`src/rtl/step_ramp_gen_pkg.sv`:
```
// Shared constants for the step ramp generator: FSM state codes
// and default counter widths.
package step_ramp_gen_pkg;

    localparam int DIV_W_DEF = 16;
    localparam int CNT_W_DEF = 16;

    localparam logic [2:0] S_IDLE   = 3'd0;
    localparam logic [2:0] S_ACCEL  = 3'd1;
    localparam logic [2:0] S_CRUISE = 3'd2;
    localparam logic [2:0] S_DECEL  = 3'd3;
    localparam logic [2:0] S_FIN    = 3'd4;

endpackage

```
`src/rtl/step_ramp_gen.sv`:
```
// Trapezoidal STEP pulse generator feeding the phase sequencer.
// Optional STOP abort input when STEP_RAMP_ABORT_EN is defined.
module step_ramp_gen
    import step_ramp_gen_pkg::*;
#(
    parameter int DIV_W     = DIV_W_DEF,
    parameter int CNT_W     = CNT_W_DEF,
    parameter int START_DIV = 1000,
    parameter int MIN_DIV   = 250,
    parameter int ACCEL_DEC = 50
) (
    input  logic             C_IN,
    input  logic             CLR,
    input  logic             START,
    input  logic [CNT_W-1:0] STEPS,
    input  logic             DIR,
`ifdef STEP_RAMP_ABORT_EN
    input  logic             STOP,
`endif
    output logic             STEP,
    output logic             DIR_OUT,
    output logic             BUSY,
    output logic             DONE
);

    localparam logic [DIV_W-1:0] DIV_START = DIV_W'(START_DIV);
    localparam logic [DIV_W-1:0] DIV_MIN   = DIV_W'(MIN_DIV);
    localparam logic [DIV_W-1:0] DIV_STEP  = DIV_W'(ACCEL_DEC);
    localparam logic [DIV_W-1:0] DIV_LIM   = DIV_W'(MIN_DIV + ACCEL_DEC);

    logic [2:0]       state_q, state_d;
    logic [CNT_W-1:0] rem_q, rem_d;
    logic [CNT_W-1:0] ramp_q, ramp_d;
    logic [DIV_W-1:0] cur_div_q, cur_div_d;
    logic [DIV_W-1:0] cnt_q, cnt_d;
    logic             step_q, step_d;
    logic             dir_q, dir_d;
    logic             busy_q, busy_d;
    logic             done_q, done_d;

    logic             tick;
    logic [CNT_W-1:0] rem_dec;
    logic [DIV_W:0]   div_sum;
    logic [DIV_W-1:0] div_up;

    assign tick    = (cnt_q == cur_div_q - DIV_W'(1));
    assign rem_dec = rem_q - CNT_W'(1);
    assign div_sum = {1'b0, cur_div_q} + {1'b0, DIV_STEP};
    // Deceleration saturates at the slowest rate.
    assign div_up  = (div_sum > {1'b0, DIV_START}) ? DIV_START
                                                   : div_sum[DIV_W-1:0];

    always_comb begin
        state_d   = state_q;
        rem_d     = rem_q;
        ramp_d    = ramp_q;
        cur_div_d = cur_div_q;
        cnt_d     = cnt_q;
        step_d    = 1'b0;
        dir_d     = dir_q;
        busy_d    = busy_q;
        done_d    = 1'b0;
        case (state_q)
            S_IDLE: begin
                if (START) begin
                    rem_d     = STEPS;
                    dir_d     = DIR;
                    cur_div_d = DIV_START;
                    ramp_d    = '0;
                    cnt_d     = '0;
                    busy_d    = 1'b1;
                    state_d   = (STEPS == '0) ? S_FIN : S_ACCEL;
                end
            end
            S_ACCEL, S_CRUISE, S_DECEL: begin
                cnt_d = cnt_q + DIV_W'(1);
                if (tick) begin
                    cnt_d  = '0;
                    step_d = 1'b1;
                    rem_d  = rem_dec;
                    if (rem_dec == '0) begin
                        state_d = S_FIN;
                    end else if (rem_dec <= ramp_q) begin
                        state_d   = S_DECEL;
                        cur_div_d = div_up;
                    end else if (state_q == S_ACCEL) begin
                        ramp_d = ramp_q + CNT_W'(1);
                        if (cur_div_q <= DIV_LIM) begin
                            cur_div_d = DIV_MIN;
                            state_d   = S_CRUISE;
                        end else begin
                            cur_div_d = cur_div_q - DIV_STEP;
                        end
                    end
                end
`ifdef STEP_RAMP_ABORT_EN
                // Abort leaves just enough steps to ramp back down.
                if (STOP && state_q != S_DECEL
                    && rem_d > ramp_q + CNT_W'(1)) begin
                    rem_d = ramp_q + CNT_W'(1);
                end
`endif
            end
            S_FIN: begin
                done_d  = 1'b1;
                busy_d  = 1'b0;
                state_d = S_IDLE;
            end
            default: begin
                busy_d  = 1'b0;
                state_d = S_IDLE;
            end
        endcase
    end

    always_ff @(posedge C_IN or posedge CLR) begin
        if (CLR) begin
            state_q   <= S_IDLE;
            rem_q     <= '0;
            ramp_q    <= '0;
            cur_div_q <= '0;
            cnt_q     <= '0;
            step_q    <= 1'b0;
            dir_q     <= 1'b0;
            busy_q    <= 1'b0;
            done_q    <= 1'b0;
        end else begin
            state_q   <= state_d;
            rem_q     <= rem_d;
            ramp_q    <= ramp_d;
            cur_div_q <= cur_div_d;
            cnt_q     <= cnt_d;
            step_q    <= step_d;
            dir_q     <= dir_d;
            busy_q    <= busy_d;
            done_q    <= done_d;
        end
    end

    assign STEP    = step_q;
    assign DIR_OUT = dir_q;
    assign BUSY    = busy_q;
    assign DONE    = done_q;

endmodule
```
`config.mk`:
```
export PLATFORM = sky130hd
export DESIGN_NAME = step_ramp_gen
export DESIGN_NICKNAME = d
export VERILOG_FILES = /design/src/rtl/step_ramp_gen_pkg.sv /design/src/rtl/step_ramp_gen.sv
export SDC_FILE = /design/constraint.sdc
export NUM_CORES = 1
export LEC_CHECK = 0
export CAP_MARGIN = 20
export CORE_MARGIN = 2
export CORE_UTILIZATION = 45
export DETAILED_ROUTE_END_ITERATION = 10
export DONT_BUFFER_PORTS = 1
export GPL_TIMING_DRIVEN = 0
export PLACE_DENSITY = 0.65
export SYNTH_ARGS = -nofsm -noshare
export SYNTH_HDL_FRONTEND = slang
export SYNTH_SLANG_ARGS = --single-unit
```
`constraint.sdc`:
```
create_clock -name C_IN -period 4.65 [get_ports C_IN]
set_clock_uncertainty 0.15 [all_clocks]
set_input_delay 0.6975 -clock C_IN [delete_from_list [all_inputs] [get_ports C_IN]]
set_output_delay 0.6975 -clock C_IN [all_outputs]
set_load 0.005 [all_outputs]
```
==> results of run 1 <==
## cells in the mapped netlist, drive strengths merged, types with 18 or more instances
cell,number
nor4,18
nor3,24
nor2,66
clkbuf,25
xor2,22
inv,32
nand3,23
a21oi,45
ha,24
nand2,62
o21ai,54
nand4,23
dfrtp,70
xnor2,31
## through the flow
stage / cell area [um^2] / std cells / setup TNS, ns / util / power (mW)
after CTS: 6150 / 866 / 0 / 0.510 / 1.27
after detailed placement: 5800 / 852 / -17.00 / 0.481 / 0.638
after global placement: 5770 / 851 / -15.04 / 0.479 / 0.634
after global routing: 6270 / 871 / -0.577 / 0.520 / 1.30
final: 6270 / 871 / 0 / 0.520 / 1.26
after floorplan: 5560 / 683 / 0 / - / 0.630
## routing by layer
metal	global-route usage	share of wire	vias up
met1	0.318	0.43	2579
met2	0.409	0.48	215
li1	-	-	2498
met4	0.120	0.029	0
met5	0	0	-
met3	0.0480	0.065	43
## flip-flops by register name, summed over array words and instances, names as in the netlist
name	flops
rem_q	16
BUSY	1
state_q	3
STEP	1
ramp_q	16
cnt_q	16
DIR_OUT	1
cur_div_q	15
DONE	1
## timing repair
action / in CTS / in global routing
gates resized for setup: 13 / 26
endpoints found under the setup margin: 33 / 31
gates cloned: 0 / 1
pin swaps: 4 / 9
buffers inserted: 2 / 5
## kinds of logic after synthesis
family | share of synthesized area
buffers and inverters | 0.0544
adder cells (fa/ha/maj) | 0.0558
AO/OA/AOI/OAI | 0.187
XOR/XNOR | 0.0834
multiplexers | 0.0272
AND/OR/NAND/NOR | 0.277
flip-flops | 0.315
## power groups by stage
stage / Combinational, mW / Sequential, mW / Clock, mW
final: 0.0162 / 0.610 / 0.635
after global routing: 0.0193 / 0.609 / 0.673
after CTS: 0.0175 / 0.609 / 0.648
after detailed placement: 0.0174 / 0.620 / 0
after global placement: 0.0139 / 0.620 / 0
after floorplan: 0.00983 / 0.620 / 0
## critical path: stages (launching register included)
cell	delay, ns
sky130_fd_sc_hd__dfrtp_2	0.45
sky130_fd_sc_hd__or4_4	0.60
sky130_fd_sc_hd__nor4_4	0.38
sky130_fd_sc_hd__xnor2_2	0.18
sky130_fd_sc_hd__inv_1	0.08
sky130_fd_sc_hd__ha_1	0.29
sky130_fd_sc_hd__nand4_1	0.17
sky130_fd_sc_hd__buf_4	0.20
sky130_fd_sc_hd__nor3_2	0.19
sky130_fd_sc_hd__a2111oi_2	0.11
sky130_fd_sc_hd__a31o_2	0.25
sky130_fd_sc_hd__buf_4	0.19
sky130_fd_sc_hd__a31oi_4	0.20
sky130_fd_sc_hd__nand4_1	0.25
sky130_fd_sc_hd__buf_4	0.27
sky130_fd_sc_hd__or3_1	0.33
sky130_fd_sc_hd__a21oi_1	0.14
## area by class of cell
class,count,area (um^2)
fillers,1129,5790
multi-input cells,539,3650
flip-flops and latches,70,1750
clock buffers,11,253
well taps,168,210
plain buffers,39,186
inverters,33,126
repair buffers,9,85.1
clock inverters,2,10.0
## worst paths after layout
kind                                from             to  slack (ns)
worst max-delay path            rem_q[6]     ramp_q[15]        0.14
worst min-delay path                 CLR           DONE        0.06
worst max register to register  rem_q[6]     ramp_q[15]        0.14
worst min register to register   DIR_OUT        DIR_OUT        0.36
max in group asynchronous            CLR  cur_div_q[14]        3.74
min in group C_IN                    DIR        DIR_OUT        0.31
## cell usage in the layout, fill, tap and decap left out, drive strengths merged, types with 5 or more instances in the layout
| cell | count |
|---|---|
| o31ai | 13 |
| clkbuf | 35 |
| o22ai | 5 |
| o21ai | 54 |
| nand3b | 5 |
| nand2 | 62 |
| or4 | 9 |
| a21oi | 45 |
| nand3 | 23 |
| inv | 32 |
| xnor2 | 31 |
| mux2i | 14 |
| a211oi | 6 |
| nand4 | 23 |
| nor2 | 66 |
| nor2b | 8 |
| ha | 24 |
| dfrtp | 70 |
| xor2 | 22 |
| buf | 24 |
| nor4 | 18 |
| or2 | 5 |
| and2 | 6 |
| or3 | 12 |
| nor3 | 24 |
==> qor.csv, run 1 <==
stage,metric,value,unit
yosys,post-synthesis cell count,683,
route,vias per cell,6.13,
placement,hpwl dp,11700,um
sta,endpoints failing setup,0,
clock_tree,CTS root buffer,sky130_fd_sc_hd__clkbuf_16,
yosys,largest cells by area after synthesis,"sky130_fd_sc_hd__dfrtp_1 31%, sky130_fd_sc_hd__ha_1 5.4%, sky130_fd_sc_hd__xnor2_1 4.9%",
global_routing,largest net degree at the start of global routing,45,
worst_setup_path,endpoint class of the critical path,flip-flop,
yosys,sequential share of the synthesized area,0.315,
floorplanning,Initial Utilization,0.461,
power_and_ir_drop,Clk pwr share,0.504,
yosys,Synth cell types,73,
power_and_ir_drop,power share of the sequential group,0.484,
power_and_ir_drop,cell internal pwr,992,uW
run_status,outcome,"finished, final reports clean",
route,number of design rule violations left after detail routing,0,
worst_setup_path,class of the most critical setup path,flip-flop to flip-flop,
yosys,asr flop ratio synth,1.00,
floorplanning,core area,0.0121,mm^2
placement,number of buffer cells added on primary ports,0,
route,routed wire length per instance,18.3,um
sta,Final Slew Violations,0,
worst_setup_path,kind of start point of the critical path,flip-flop,
global_routing,GRT Total Usage,0.250,
worst_setup_path,required time at the endpoint of the critical path,4.77,ns
yosys,average footprint of a synthesized cell,8.15,um^2
finish,area added between synthesis and finish,12.7,%
placement,global placement routability congestion,0.949,
sta,worst hold margin,0.0645,ns
finish,Ant. Diodes,0,
finish,share of post-route cells with drive strength above 1,0.127,
sta,pin slew with the least headroom to its limit,0.916,ns
clock_tree,largest buffer count on any clock path,2,
global_routing,number of global-route vias before repair,5052,
power_and_ir_drop,switching component of the power,269,uW
clock_tree,CTS H-tree lvls,3,
sta,setup repair after global routing missed its margin,true,
route,DRT iter0 DRCs,468,
yosys,Post-Synthesis Cell Area,0.00556,mm^2
floorplanning,number of placed I/O pins,24,
clock_tree,number of hold buffers added after CTS,0,
sta,period utilization,0.970,
route,residual antenna-violating net count after detailed routing,0,
yosys,post-synthesis net count,727,
power_and_ir_drop,Gate power share,0.013,
yosys,most frequently used flop master after synthesis,sky130_fd_sc_hd__dfrtp_1,
sta,minimum setup slack in the final design,0.139,ns
finish,total number of nets in the final design,745,
clock_tree,number of clock buffers inserted by TritonCTS,9,
min_path,classification of the worst-slack hold path,primary input to async pin,
floorplanning,Die ar.,0.0133,mm^2
yosys,"FF+latch count, synth",70,
yosys,top-area cell type share of the netlist area,0.315,
placement,Post-Place Worst Slack,-0.679,ns
route,1st-pass router iterations,5,
route,via count,5335,
floorplanning,row cnt,40,
yosys,number of synthesized flops with an enable pin,0,
clock_tree,clock tree from TritonCTS,yes,
clock_tree,clock input transition at the sequential cells of the worst setup and hold paths,0.05,ns
global_routing,wire length of the first global-routing pass,25800,um
power_and_ir_drop,worst vdd rail ir drop,135,uV
sta,shortest clock period the worst path allows after layout,4.51,ns
floorplanning,vertical die dimension,115,um
power_and_ir_drop,switching fraction of total power,0.213,
worst_setup_path,Critical Path AT,4.63,ns
yosys,biggest area consumer among synthesized cells,sky130_fd_sc_hd__dfrtp_1,
power_and_ir_drop,LEAKAGE,2.56,nW
worst_setup_path,top fanout value on the critical path,10,
route,total length of routed wires,15900,um
sta,Final Hold Violating Endpoints,0,
sta,headroom to the max-slew limit,0.385,
power_and_ir_drop,Power Density,201,mW/mm^2
clock_tree,sink count of the clock tree,70,
flow_run,Maximum Capacitance Violations,0,
worst_setup_path,R2R depth,16,
clock_tree,worst skew pair latency,0.35,ns
global_routing,GRT overflow,0,
sta,f_max,222,MHz
yosys,Synth Warn #,0,
global_routing,number of antenna violations at the first check in global routing,0,
floorplanning,Die X-Extent,115,um
Power figures use the tool's default switching activity.
==> run 2, diff against run 1 <==
--- a/config.mk
+++ b/config.mk
@@ -5,13 +5,13 @@
 export SDC_FILE = /design/constraint.sdc
 export NUM_CORES = 1
 export LEC_CHECK = 0
-export CAP_MARGIN = 20
 export CORE_MARGIN = 2
 export CORE_UTILIZATION = 45
 export DETAILED_ROUTE_END_ITERATION = 10
 export DONT_BUFFER_PORTS = 1
 export GPL_TIMING_DRIVEN = 0
 export PLACE_DENSITY = 0.65
+export SETUP_SLACK_MARGIN = 0.1
 export SYNTH_ARGS = -nofsm -noshare
 export SYNTH_HDL_FRONTEND = slang
 export SYNTH_SLANG_ARGS = --single-unit
==> qor.csv, run 2 (same netlist as run 1, synthesis figures left out) <==
stage,metric,value,unit,change
route,vias per cell,6.13,,about the same
placement,global placement routability congestion,0.949,,unchanged
sta,minimum setup slack in the final design,0.215,ns,+0.0755 ns
worst_setup_path,class of the most critical setup path,flip-flop to flip-flop,,
route,number of design rule violations left after detail routing,0,,unchanged
sta,f_max,225,MHz,+1.7%
sta,Final Hold Violating Endpoints,0,,unchanged
placement,hpwl dp,11700,um,unchanged
sta,endpoints failing setup,0,,unchanged
finish,most frequent standard cell in the layout excluding fill and tap cells,sky130_fd_sc_hd__nor2_1,,
worst_setup_path,Critical Path AT,4.55,ns,-0.08 ns
worst_setup_path,endpoint class of the critical path,flip-flop,,
global_routing,wire length of the first global-routing pass,25800,um,about the same
worst_setup_path,list of cells traversed by the critical path,nor4_4 -> nand2_2 -> or2_4 -> nor3_2 -> xor2_1 -> ha_1 -> nand4_1 -> buf_4 -> nor3_2 -> a2111oi_2 -> a31o_2 -> buf_4 -> a31oi_4 -> nand4_1 -> buf_4 -> or3_1 -> a21oi_1,,
placement,number of buffer cells added on primary ports,0,,unchanged
worst_setup_path,master of the slowest instance on the critical path,sky130_fd_sc_hd__nor4_4,,
sta,pin slew with the least headroom to its limit,0.926,ns,+0.0102 ns
worst_setup_path,critical register-to-register path endpoint,ramp_q[15],,
worst_setup_path,Buffers & Inverters on Critical Path,3,,-1
sta,aggregate negative setup slack,0,ns,unchanged
global_routing,number of antenna violations at the first check in global routing,0,,unchanged
route,DRT iter0 DRCs,408,,-13%
worst_setup_path,Worst path top cell family by delay,simple AND/OR/NAND/NOR gates,,
floorplanning,number of placed I/O pins,24,,unchanged
placement,Post-Place Worst Slack,-0.679,ns,unchanged
clock_tree,CTS H-tree lvls,3,,unchanged
finish,share of post-route cells with drive strength above 1,0.141,,+0.0146
finish,most used cells in the layout excluding fill and tap cells,"65 x sky130_fd_sc_hd__nor2_1, 63 x sky130_fd_sc_hd__dfrtp_1, 60 x sky130_fd_sc_hd__nand2_1, 53 x sky130_fd_sc_hd__o21ai_0, 42 x sky130_fd_sc_hd__a21oi_1",,
global_routing,GRT overflow,0,,unchanged
finish,Ant. Diodes,0,,unchanged
route,residual antenna-violating net count after detailed routing,0,,unchanged
finish,total number of nets in the final design,750,,+0.67%
route,total length of routed wires,15900,um,about the same
power_and_ir_drop,worst vdd rail ir drop,134,uV,-0.75%
worst_setup_path,R2R depth,17,,+1
worst_setup_path,cell type with the highest occurrence count on the critical path,sky130_fd_sc_hd__buf_4,,
placement,Post-Place Cells,852,,unchanged
flow_run,Maximum Capacitance Violations,0,,unchanged
worst_setup_path,worst reg2reg startpoint,rem_q[5],,
worst_setup_path,register-to-register path setup slack,0.21,ns,+0.08 ns
finish,largest registers,"cnt_q (16), ramp_q (16), rem_q (16)",,
finish,area added between synthesis and finish,13.5,%,
run_status,outcome,"finished, final reports clean",,
sta,headroom to the max-slew limit,0.378,,-0.00685
global_routing,GRT Total Usage,0.250,,about the same
sta,shortest clock period the worst path allows after layout,4.44,ns,-0.0755 ns
worst_setup_path,longest individual stage delay on the worst path,0.44,ns,-0.16 ns
clock_tree,clock input transition at the sequential cells of the worst setup and hold paths,0.06,ns,about the same
finish,final std cells w/o fill,876,,+0.57%
worst_setup_path,required time at the endpoint of the critical path,4.77,ns,about the same
sta,setup repair after global routing missed its margin,false,,
floorplanning,Die ar.,0.0133,mm^2,unchanged
clock_tree,worst skew pair latency,0.35,ns,about the same
route,1st-pass router iterations,6,,+1
sta,period utilization,0.954,,-0.0162
power_and_ir_drop,Power Density,200,mW/mm^2,-0.45%
route,routed wire length per instance,18.1,um,-0.63%
clock_tree,CTS root buffer,sky130_fd_sc_hd__clkbuf_16,,
floorplanning,core area,0.0121,mm^2,unchanged
clock_tree,sink count of the clock tree,70,,unchanged
clock_tree,largest buffer count on any clock path,2,,unchanged
global_routing,number of global-route vias before repair,5044,,-0.16%
worst_setup_path,top fanout value on the critical path,10,,unchanged
min_path,classification of the worst-slack hold path,primary input to async pin,,
global_routing,largest net degree at the start of global routing,45,,unchanged
clock_tree,number of clock buffers inserted by TritonCTS,9,,unchanged
worst_setup_path,kind of start point of the critical path,flip-flop,,
sta,Final Slew Violations,0,,unchanged
power_and_ir_drop,LEAKAGE,2.57,nW,+0.42%
floorplanning,Die X-Extent,115,um,unchanged
floorplanning,Initial Utilization,0.461,,unchanged
floorplanning,vertical die dimension,115,um,unchanged
clock_tree,clock tree from TritonCTS,yes,,
route,via count,5368,,+0.62%
floorplanning,row cnt,40,,unchanged
## run 2: cell count changes in the layout (fill, tap and decap cells not counted), sizes merged
cell	previous run	this run
clkbuf	35	33
buf	24	31
## run 2: layout make-up
class                   instances  area, um^2
well taps                     168         210
plain buffers                  40         193
inverters                      33         126
clock buffers                  11         253
fillers                      1129        5740
flip-flops and latches         70        1760
multi-input cells             539        3650
repair buffers                 13         115
clock inverters                 2        10.0
## run 2: what timing repair did
action,4_1_cts,5_1_grt
buffers inserted,3,8
endpoints found under the setup margin,33,41
resized for setup,16,30
gates cloned,0,1
pin swaps,3,12
hold buffers,0,0
## run 2: routing by layer
metal	GRT usage	part of all wire	vias to the layer above	routed length, um
met5	0	0	-	0
met1	0.318	0.43	2587	6800
li1	-	-	2507	-
met2	0.411	0.48	238	7670
met3	0.0596	0.066	36	1050
met4	0.0972	0.024	0	380
## run 2: worst max path at each step
stage / to / start / cells past startpoint / slack, ns
floorplan: ramp_q[5] / rem_q[2] / 16 / 0.33
global placement: ramp_q[8] / rem_q[2] / 16 / -0.57
detailed placement: ramp_q[8] / rem_q[2] / 16 / -0.68
CTS: ramp_q[15] / rem_q[0] / 18 / 0.12
global route: ramp_q[9] / rem_q[5] / 17 / 0.03
finish: ramp_q[15] / rem_q[5] / 17 / 0.21
## run 2: report_power, final
| group | internal, mW | total (mW) | switching (mW) |
|---|---|---|---|
| logic | 0.00340 | 0.0161 | 0.0127 |
| clock network | 0.379 | 0.638 | 0.259 |
| registers | 0.609 | 0.609 | 0 |
## run 2: through the flow
step                      hold WS, ns  utilization  power, mW  cell area (um^2)
final                          0.0663        0.524       1.26              6320
after global routing           0.0773        0.524       1.31              6320
after CTS                      0.0723        0.511       1.27              6160
after detailed placement        0.359        0.481      0.638              5800
after global placement          0.343        0.479      0.634              5770
after floorplan                 0.319            -      0.630              5560
==> run 3, diff against run 2 <==
--- a/config.mk
+++ b/config.mk
@@ -12,6 +12,7 @@
 export GPL_TIMING_DRIVEN = 0
 export PLACE_DENSITY = 0.65
 export SETUP_SLACK_MARGIN = 0.1
+export SKIP_LAST_GASP = 1
 export SYNTH_ARGS = -nofsm -noshare
 export SYNTH_HDL_FRONTEND = slang
 export SYNTH_SLANG_ARGS = --single-unit
==> results of run 3 <==
Final layout, timing and power as in run 2 (identical DEF).
